### config.mk
export PLATFORM = sky130hd
export DESIGN_NAME = fetch_sequencer
export DESIGN_NICKNAME = d
export VERILOG_FILES = /design/src/rtl/fetch_sequencer.sv
export SDC_FILE = /design/constraint.sdc
export NUM_CORES = 1
export LEC_CHECK = 0
export ABC_AREA = 1
export CAP_MARGIN = 20
export CORE_UTILIZATION = 47
export CTS_BUF_LIST = sky130_fd_sc_hd__clkbuf_8
export DETAILED_ROUTE_END_ITERATION = 10
export PLACE_DENSITY = 0.79
export SYNTH_ARGS = -nofsm -noshare
export SYNTH_HDL_FRONTEND = slang
export SYNTH_SLANG_ARGS = --single-unit
### constraint.sdc
create_clock -name clk -period 4.37 [get_ports clk]
set_input_delay 0.437 -clock clk [delete_from_list [all_inputs] [get_ports clk]]
set_output_delay 0.437 -clock clk [all_outputs]
set_load 0.01 [all_outputs]
### src/rtl/fetch_sequencer.sv
// Instruction fetch sequencer: walks the PC, issues one aligned 64-bit read at a time and
// hands each 32-bit half to decode. Optional macro FETCH_HALT_ON_ZERO_EN stops at a zero word.
module fetch_sequencer #(
  parameter int ADDR_W = 64
) (
  input  logic              clk,
  input  logic              reset,
  input  logic              start,
  input  logic [ADDR_W-1:0] entry_pc,
  output logic              mem_req,
  output logic [ADDR_W-1:0] mem_addr,
  input  logic              mem_gnt,
  input  logic              mem_rvalid,
  input  logic [63:0]       mem_rdata,
  output logic              inst_valid,
  output logic [31:0]       inst,
  output logic [ADDR_W-1:0] inst_pc,
  input  logic              inst_ready,
  output logic              busy,
  output logic              halted
);

  typedef enum logic [2:0] {
    S_IDLE  = 3'd0,
    S_REQ   = 3'd1,
    S_WAIT  = 3'd2,
    S_SLOT0 = 3'd3,
    S_SLOT1 = 3'd4,
    S_HALT  = 3'd5
  } state_t;

  state_t            state;
  state_t            state_nxt;
  logic [ADDR_W-1:0] pc;
  logic [63:0]       line;
  logic [31:0]       slot_word;
  logic              in_slot;
  logic              slot_zero;
  logic              fire;
  logic              launch;

  always_comb begin
    in_slot   = (state == S_SLOT0) || (state == S_SLOT1);
    slot_word = (state == S_SLOT1) ? line[63:32] : line[31:0];
`ifdef FETCH_HALT_ON_ZERO_EN
    slot_zero = in_slot && (slot_word == 32'h0000_0000);
`else
    slot_zero = 1'b0;
`endif
    fire      = in_slot && !slot_zero && inst_ready;
    launch    = ((state == S_IDLE) || (state == S_HALT)) && start;
  end

  always_ff @(posedge clk or posedge reset) begin
    if (reset) begin
      state <= S_IDLE;
    end else begin
      state <= state_nxt;
    end
  end

  always_comb begin
    state_nxt = state;
    case (state)
      S_IDLE, S_HALT: if (start) state_nxt = S_REQ;
      S_REQ:          if (mem_gnt) state_nxt = S_WAIT;
      // A start address in the upper half of a doubleword skips the lower slot.
      S_WAIT:         if (mem_rvalid) state_nxt = pc[2] ? S_SLOT1 : S_SLOT0;
      S_SLOT0: begin
        if (slot_zero)       state_nxt = S_HALT;
        else if (inst_ready) state_nxt = S_SLOT1;
      end
      S_SLOT1: begin
        if (slot_zero)       state_nxt = S_HALT;
        else if (inst_ready) state_nxt = S_REQ;
      end
      default:        state_nxt = S_IDLE;
    endcase
  end

  always_ff @(posedge clk or posedge reset) begin
    if (reset) begin
      pc   <= '0;
      line <= '0;
    end else begin
      if (launch) begin
        pc <= {entry_pc[ADDR_W-1:2], 2'b00};
      end else if (fire) begin
        pc <= pc + ADDR_W'(4);
      end
      if ((state == S_WAIT) && mem_rvalid) begin
        line <= mem_rdata;
      end
    end
  end

  always_comb begin
    mem_req    = (state == S_REQ);
    mem_addr   = {pc[ADDR_W-1:3], 3'b000};
    inst_valid = in_slot && !slot_zero;
    inst       = slot_word;
    inst_pc    = pc;
    busy       = (state != S_IDLE) && (state != S_HALT);
`ifdef FETCH_HALT_ON_ZERO_EN
    halted     = (state == S_HALT);
`else
    halted     = 1'b0;
`endif
  end

endmodule

==> results.md, run 1 <==
- Status: completed
- Critical path's largest stage delay: 500 ps
- Setup slack, reg-to-reg: 1540 ps
- Hold-critical path depth: 1
- WS Path Type: flip-flop to flip-flop
- Max-slew headroom: 0.343
- Clock buffer depth: 2
- Commonest non-fill, non-tap cells in the layout: nand2_1 (354), clkdlybuf4s50_1 (289), nor2_1 (133), dfrtp_1 (129), inv_1 (99)
- DR vias: 8440
- NetSw: 3.06 mW
- Synth warn: 0
- Clock Latency Late Sink: 450 ps
- Max-slew violations: 0
- Global-route wire length before repair: 42500 um
- Sum Neg Setup Slack: 0 ps
- Combinational share of power: 0.530
- Grt ovf: 0
- Internal cell power: 4.29 mW
- DRC violation count after routing: 0
- Synthesized area per cell: 7.45 sq um
- Worst-Margin Slew: 986 ps
- Syn Inst Count: 1148
- Startpoint types: flip-flop
- CP Cell Sequence: nor2_2 -> nand2_1 -> nand2_1 -> nand2_2 -> inv_2 -> buf_4 -> or2_1 -> nand3_1 -> o21ai_1 -> inv_1
- P_leak: 5.13 nW
- Tmin final: 2830 ps
- Hold WS: 504 ps
- Clock power frac: 0.145
- Unrepaired setup endpoints after global routing: no
- Tot GR Track Use: 0.302
- I/O pin count: 298
- Largest net degree at the start of global routing: 74
- DRT iter0 DRCs: 504
- Worst hold path type: flip-flop to flip-flop
- Hold-critical path endpoint: line[38]
- Final core occ: 0.654
- Setup Skew: 14.5 ps
- Die width: 137 um
- Final #Nets: 1497
- Crit-path max FO: 47
- Initial Utilization: 0.487
- Hold Startpoint: line[38]
- CTS tree: yes
- Area grow syn2layout: 34.2%
- Dpl hpwl: 21000 um
- Post-DR vias/cell: 5.28
- Critical path required time: 4720 ps
- Row count: 48
- Sequential group share of total power: 0.325
- Antenna-violating nets left: 0
- Root Buffer: clkbuf_8
- Final hold vios: 0
- Post-DR wirelength/cell: 17.5 um
- Setup repair bufs after CTS: 0
- DIE AREA: 18700 sq um
- Die height: 137 um
- Max-cap violations: 0
- Share of cells above drive strength 1: 0.111
- Initial antenna violation count: 0
- Num CTS Buffers: 17
- FMAX: 353 MHz
- Buf/Inv on CP: 3
- Switching share of power: 0.416
- Post-route clock period utilization: 0.648
- Seq/Total Area, Yosys: 0.378
- CTS Sinks: 129
- Antenna diode count: 0
- Delay-heaviest family, CP: simple AND/OR/NAND/NOR gates
- Routed WL: 28000 um
- Total power: 7.35 mW
- Most common cell after layout, fill and taps aside: nand2_1
- CP Data Arrival Time: 3180 ps
- Cell Area, Placed: 11100 sq um
- Post-CTS Hold Fix Bufs: 0
- Pre-antenna DRT Iters: 8
- Most frequent CP cell: nand2_1
- Post_cts resized: 0
- Core Area: 17500 sq um
- R2R depth: 10
- Crit. End Element: flip-flop
- Clock Pin Slew Worst Setup and Hold Paths: 90 ps
- Setup violations, final: 0
- Vias in the first global route: 7931
- I/O Buffers: 289
- Worst r2r src: state[0]
- Yosys reg bits: 129
- H-Tree Depth: 4
- Design area: 11500 sq um
- FF-to-FF End: inst_pc[18]
- Synth cell types: 35
- Power per cell area: 641 nW/um^2
- Worst IR Drop VDD: 0.000456 V
- GPL Wtd Cong: 0.944
- Post-Syn Area: 8550 sq um
- Worst path slowest cell: buf_4
[synth_stat cells, drive strengths merged]
cell,count,share of area
nand2,363,0.16
nor2,147,0.072
dfrtp,129,0.38
inv,105,0.046
buf,101,0.083
mux2,88,0.12
nand3,80,0.047
o21ai,42,0.025
a21oi,27,0.016
nand4,18,0.013
a211oi,9,0.0079
xor2,6,0.0061
o21bai,5,0.0044
nor3,4,0.0023
o211ai,4,0.0035
o22ai,4,0.0029
a31oi,3,0.0022
or2,3,0.0022
clkbuf,2,0.00088
nand3b,2,0.0018
xnor2,2,0.0020
a22o,1,0.0010
conb,1,0.00044
ha,1,0.0015
nor3b,1,0.00088
[power groups by stage]
stage	Sequential, mW	Combinational, mW	Clock, mW
6_report	2.39	3.90	1.07
5_1_grt	2.46	4.25	1.13
4_1_cts	2.38	3.92	1.08
3_5_place_dp	2.39	3.89	0
3_3_place_gp	2.37	3.82	0
2_1_floorplan	2.25	2.38	0
[worst max-delay path by stage]
| stage | startpoint | endpoint | slack (ps) | cells after the start |
|---|---|---|---|---|
| global placement | start | inst_pc[18] | 1470 | 8 |
| detailed placement | start | inst_pc[18] | 1430 | 8 |
| global route | state[0] | inst_pc[18] | 1290 | 10 |
| finish | state[0] | inst_pc[18] | 1540 | 10 |
| floorplan | reset | inst_pc[10] | 490 | 1 |
| CTS | state[0] | inst[12] | 1530 | 4 |
[metal layers]
metal  routed length (um)  global-route usage  vias up  part of all wire
met5                    0                   0        -                 0
met4                  599              0.0928        0             0.021
met3                 2730              0.0819       41             0.097
met2                13300               0.508      428              0.48
met1                11300               0.378     3929              0.40
li1                     -                   -     4042                 -
[final cells by class]
class	count	area [sq um]
Clock inverter	13	153
Fill cell	1557	6060
Clock buffer	18	248
Sequential cell	129	3230
Timing Repair Buffer	293	2940
Inverter	105	397
Multi-Input combinational cell	816	4230
Tap cell	225	282
[sequential cells by signal, indices dropped and copies added (netlist names)]
signal and count:
inst_pc 62, line 64, state 3
[stage by stage]
step | instances | worst slack (ps)
CTS | 1599 | 1530
global route | 1599 | 1290
detailed placement | 1568 | 1430
global placement | 1568 | 1470
floorplan | 1153 | 492
finish | 1599 | 1540
[logic make-up (layout without fill, tap and decap cells)]
logic type      after synthesis  count (layout)  synth area share
xor+xnor                      8               8           0.00820
mux                          88              88             0.116
fa+ha+maj                     1               1           0.00146
flops                       129             129             0.378
other cells                   1               6          0.000439
simple gates                618             618             0.304
buf+inv                     208             429             0.130
compound gates               95              95            0.0624
No activity file was read; power rests on OpenSTA's default activity.
==> run 2, diff against run 1 <==
CORE_UTILIZATION = 43   (was 47)
PLACE_DENSITY = 0.76   (was 0.79)
clock period = 2.5 ns   (was 4.37 ns; I/O delays follow)
==> run 2 against run 1 <==
Against the previous run:
- first-iteration DRC count is 4.0% lower
- clock-buffer cell count decreased by 1
- final area up 2.3%
- critical path depth down 5
- clock power increased by 83%
- die area is 9.2% higher
- worst setup slack lost 1500 ps
- cell count grew 3.5%
- sequential power up 74%
- critical path type is now flip-flop to primary output
- largest cell class unchanged
- highest routed layer unchanged
==> results.md, run 2 (synthesized netlist as in run 1, its figures left out) <==
- DRC violation count after routing: 0
- Largest net degree at the start of global routing: 130
- Worst hold path type: input pin to async pin
- Initial Utilization: 0.439
- Setup violations, final: 0
- Status: completed
- DR vias: 8385
- CP Cell Sequence: nor2_4 -> buf_12 -> nand2_8 -> mux2_2 -> clkdlybuf4s50_1
- Tmin final: 2450 ps
- Worst path slowest cell: clkdlybuf4s50_1
- Max-slew headroom: 0.484
- Most common cell after layout, fill and taps aside: nand2_1
- Vias in the first global route: 8046
- H-Tree Depth: 4
- Crit-path max FO: 18
- Post-DR vias/cell: 5.07
- DRT iter0 DRCs: 484
- I/O Buffers: 289
- I/O pin count: 298
- CP Data Arrival Time: 2200 ps
- Area grow syn2layout: 37.4%
- Post-route clock period utilization: 0.979
- Multi-input gate area: 4280 sq um
- Share of cells above drive strength 1: 0.123
- Pre-antenna DRT Iters: 5
- Commonest non-fill, non-tap cells in the layout: nand2_1 (354), clkdlybuf4s50_1 (289), nor2_1 (133), dfrtp_1 (127), inv_1 (99)
- Tot GR Track Use: 0.277
- Crit. End Element: primary output
- Row count: 51
- Final hold vios: 0
- Final #Nets: 1513
- Dpl hpwl: 21500 um
- Delay-heaviest family, CP: buffers and inverters
- Initial antenna violation count: 0
- Clock Pin Slew Worst Setup and Hold Paths: 90 ps
- Clock buffer depth: 2
- Worst-Margin Slew: 773 ps
- Routed WL: 28300 um
- Max reg flops: 64
- WS Path Type: flip-flop to primary output
- Power per cell area: 1120 nW/um^2
- Die height: 143 um
- CP startpoint: state[0]
- Worst IR Drop VDD: 0.000656 V
- Antenna-violating nets left: 0
- Worst r2r src: inst_pc[18]
- GPL Wtd Cong: 0.941
- Critical path's largest stage delay: 550 ps
- Max-cap violations: 0
- Total power: 13.2 mW
- Max-slew violations: 0
- Fill cells: 1769
- CTS Sinks: 129
- Die width: 143 um
- Antenna diode count: 0
- CTS tree: yes
- Startpoint types: flip-flop
- Final core occ: 0.603
- Clock Latency Late Sink: 460 ps
- Root Buffer: clkbuf_8
- Buf/Inv on CP: 2
- FMAX: 409 MHz
- FF+latch area: 3230 sq um
- DIE AREA: 20400 sq um
- Core Area: 19500 sq um
- Num CTS Buffers: 17
- P_leak: 5.22 nW
- Grt ovf: 0
- Setup Skew: 17.7 ps
- Global-route wire length before repair: 42900 um
- Post-DR wirelength/cell: 17.1 um
- Critical path required time: 2250 ps
- Most flops, register: line
run 2: cell count changes in the layout (fill, tap and decap cells not counted), sizes merged:
cell,delta
buf,+14
bufinv,+1
clkbuf,-1
clkinv,-1
clkinvlp,+2
inv,-1
nand2,+2
run 2: layout make-up:
cell class | instances | area share
tap | 265 | 0.0282
inverter | 105 | 0.0339
multi-input combinational | 818 | 0.364
timing repair buffer | 307 | 0.263
sequential | 129 | 0.275
clock buffer | 17 | 0.0199
clock inverter | 14 | 0.0155
run 2: stage by stage:
step / setup WS (ps) / TNS (ps) / hold slack, ps / std cells / cell area [sq um]
2_1_floorplan: 655 / 0 / 367 / 1153 / 8570
4_1_cts: 10.9 / 0 / 335 / 1651 / 11700
3_3_place_gp: 396 / 0 / 482 / 1620 / 11300
3_5_place_dp: 380 / 0 / 488 / 1620 / 11300
5_1_grt: -19.0 / -65.4 / 367 / 1655 / 11700
6_report: 52.5 / 0 / 288 / 1655 / 11700
run 2: path summary, 6_finish.rpt:
path                               end  slack, ps  depth (start not counted)
max reg2reg                inst_pc[61]        340                          9
min in group clk           inst_pc[24]        350                          3
min                           line[43]        290                          3
max                           inst[22]         50                          5
min reg2reg                   line[44]        500                          1
max in group asynchronous     state[2]       1520                          3
run 2: repair_timing:
item / CTS / global route
hold buffers: 0 / 0
cloned: 0 / 2
pin swaps: 1 / 1
resized for setup: 2 / 3
buffers inserted: 0 / 2
endpoints found under the setup margin: 33 / 29
run 2: routing by layer:
metal	wire [um]	vias to the layer above	GRT usage	share of wire
li1	-	4060	-	-
met1	11500	3922	0.332	0.41
met2	13500	359	0.471	0.48
met3	2520	44	0.0755	0.089
met4	756	0	0.108	0.027
met5	0	-	0	0
run 2: worst register-to-register path: cells and delay by family, from the launching register on:
family,cells,cell delay [ps]
AND/OR/NAND/NOR,8,1320
AO/OA/AOI/OAI,1,230
flip-flops,1,520
run 2: where the power goes:
| group | switching, mW | internal [mW] | total [mW] |
|---|---|---|---|
| logic | 3.36 | 3.72 | 7.08 |
| clock network | 0.958 | 0.998 | 1.96 |
| registers | 1.13 | 3.04 | 4.17 |
| total | 5.45 | 7.75 | 13.2 |
==> run 3, diff against run 2 <==
SKIP_CTS_REPAIR_TIMING = 1   (was unset)
==> run 3 against run 2 <==
Against the previous run:
- power increased by 0.13%
- maximum frequency increased by 1.3%
- register-to-register slack about the same
- critical path depth unchanged
- critical path type unchanged
==> results.md, run 3 (synthesized netlist as in run 1, its figures left out) <==
- Grt ovf: 0
- Area grow syn2layout: 37.4%
- CTS Sinks: 129
- Hold WS: 329 ps
- Gr busiest metal: met2
- Routed WL: 28300 um
- Worst r2r src: inst_pc[18]
- Setup Skew: 15.6 ps
- FF+latch area: 3230 sq um
- Largest net degree at the start of global routing: 130
- DR vias: 8374
- Setup slack, reg-to-reg: 340 ps
- Clock power frac: 0.148
- CTS tree: yes
- Tot GR Track Use: 0.277
- Final #Nets: 1514
- Design area: 11700 sq um
- Met1 Use GR: 0.333
- Internal cell power: 7.77 mW
- Switching share of power: 0.413
- Global Route met3 Usage: 0.0755
- Delay-heaviest family, CP: buffers and inverters
- Post-DR wirelength/cell: 17.1 um
- GPL Wtd Cong: 0.941
- Buf/Inv on CP: 2
- Post-route clock period utilization: 0.967
- Fill cells: 1771
- Power per cell area: 1130 nW/um^2
- Antenna diode count: 0
- Global-route wire length before repair: 42900 um
- Multi-input gate area: 4280 sq um
- Initial antenna violation count: 0
- I/O pin count: 298
- Share of cells above drive strength 1: 0.124
- Final cell count without fillers: 1656
- FF-to-FF End: inst_pc[61]
- Vias in the first global route: 8048
- Commonest non-fill, non-tap cells in the layout: nand2_1 (354), clkdlybuf4s50_1 (289), nor2_1 (133), dfrtp_1 (127), inv_1 (99)
- Met2 Track Usage GR: 0.471
- Critical path's largest stage delay: 550 ps
- Core Area: 19500 sq um
- R2R depth: 9
- Max-slew violations: 0
- Setup violations, final: 0
- I/O Buffers: 289
- Root Buffer: clkbuf_8
- Antenna-violating nets left: 0
- Combinational share of power: 0.536
- Clock Latency Late Sink: 450 ps
- Tmin final: 2420 ps
- Die height: 143 um
- Cell Area, Placed: 11300 sq um
- Pre-antenna DRT Iters: 6
- Row count: 51
- Worst path slowest cell: clkdlybuf4s50_1
- Sequential group share of total power: 0.316
- Max reg flops: 64
- Max-cap violations: 0
- Status: completed
- Worst hold path type: input pin to async pin
- NetSw: 5.46 mW
- Worst-Margin Slew: 704 ps
- FMAX: 414 MHz
- Post-DR vias/cell: 5.06
- DRC violation count after routing: 0
- Final hold vios: 0
- Max-slew headroom: 0.530
- Clock Pin Slew Worst Setup and Hold Paths: 90 ps
- DIE AREA: 20400 sq um
- Placed cells: 1620
- Die width: 143 um
- Num CTS Buffers: 17
- Most flops, register: line
- Worst IR Drop VDD: 0.000656 V
- DRT iter0 DRCs: 447
- CP Cell Sequence: nor2_4 -> buf_12 -> nand2_8 -> mux2_2 -> clkdlybuf4s50_1
- Critical path required time: 2250 ps
- Unrepaired setup endpoints after global routing: no
- WS Path Type: flip-flop to primary output
- Initial Utilization: 0.439
- Crit-path max FO: 18
- H-Tree Depth: 4
- Clock buffer depth: 2
- Dpl hpwl: 21500 um
- P_leak: 5.23 nW
- Most common cell after layout, fill and taps aside: nand2_1
- Crit. End Element: primary output
- Startpoint types: flip-flop
- CP Data Arrival Time: 2170 ps
## run 3: cell count changes in the layout (fill, tap and decap cells not counted), sizes merged
cell  delta
buf      +1
## run 3: worst max path at each step
| stage | cells after the start | from | endpoint | slack [ps] |
|---|---|---|---|---|
| floorplan | 1 | reset | inst_pc[10] | 650 |
| global placement | 4 | state[0] | inst[9] | 400 |
| detailed placement | 4 | state[0] | inst[9] | 380 |
| CTS | 4 | state[0] | inst[9] | -120 |
| global route | 5 | state[0] | inst[9] | 10 |
| finish | 5 | state[0] | inst[22] | 80 |
## run 3: power by group through the flow
stage | Clock [mW] | Combinational, mW | Sequential, mW
after CTS | 1.98 | 6.99 | 4.13
after global routing | 2.08 | 7.74 | 4.31
after floorplan | 0 | 4.16 | 3.93
final | 1.96 | 7.09 | 4.18
after global placement | 0 | 6.81 | 4.13
after detailed placement | 0 | 6.95 | 4.17
## run 3: worst min-delay path, cell delays in order
cell and delay [ps]:
clkdlybuf4s50_1 440, clkinvlp_4 100, buf_12 500
## run 3: per-layer routing
| layer | share of wire | vias up |
|---|---|---|
| met4 | 0.028 | 0 |
| met3 | 0.090 | 46 |
| met1 | 0.40 | 3896 |
| li1 | - | 4073 |
| met2 | 0.48 | 359 |
| met5 | 0 | - |
## run 3: area by class of cell
type	count	share of cell area
sequential	129	0.275
tap	265	0.0282
timing repair buffer	308	0.264
clock inverter	14	0.0154
multi-input combinational	818	0.364
clock buffer	17	0.0199
inverter	105	0.0339
## run 3: per-stage QoR
| step | setup WS [ps] | TNS [ps] | power (mW) | util |
|---|---|---|---|---|
| 3_5_place_dp | 380 | 0 | 11.1 | 0.578 |
| 6_report | 83.0 | 0 | 13.2 | 0.604 |
| 2_1_floorplan | 655 | 0 | 8.10 | - |
| 5_1_grt | 9.88 | 0 | 14.1 | 0.604 |
| 3_3_place_gp | 396 | 0 | 10.9 | 0.578 |
| 4_1_cts | -124 | -2900 | 13.1 | 0.599 |
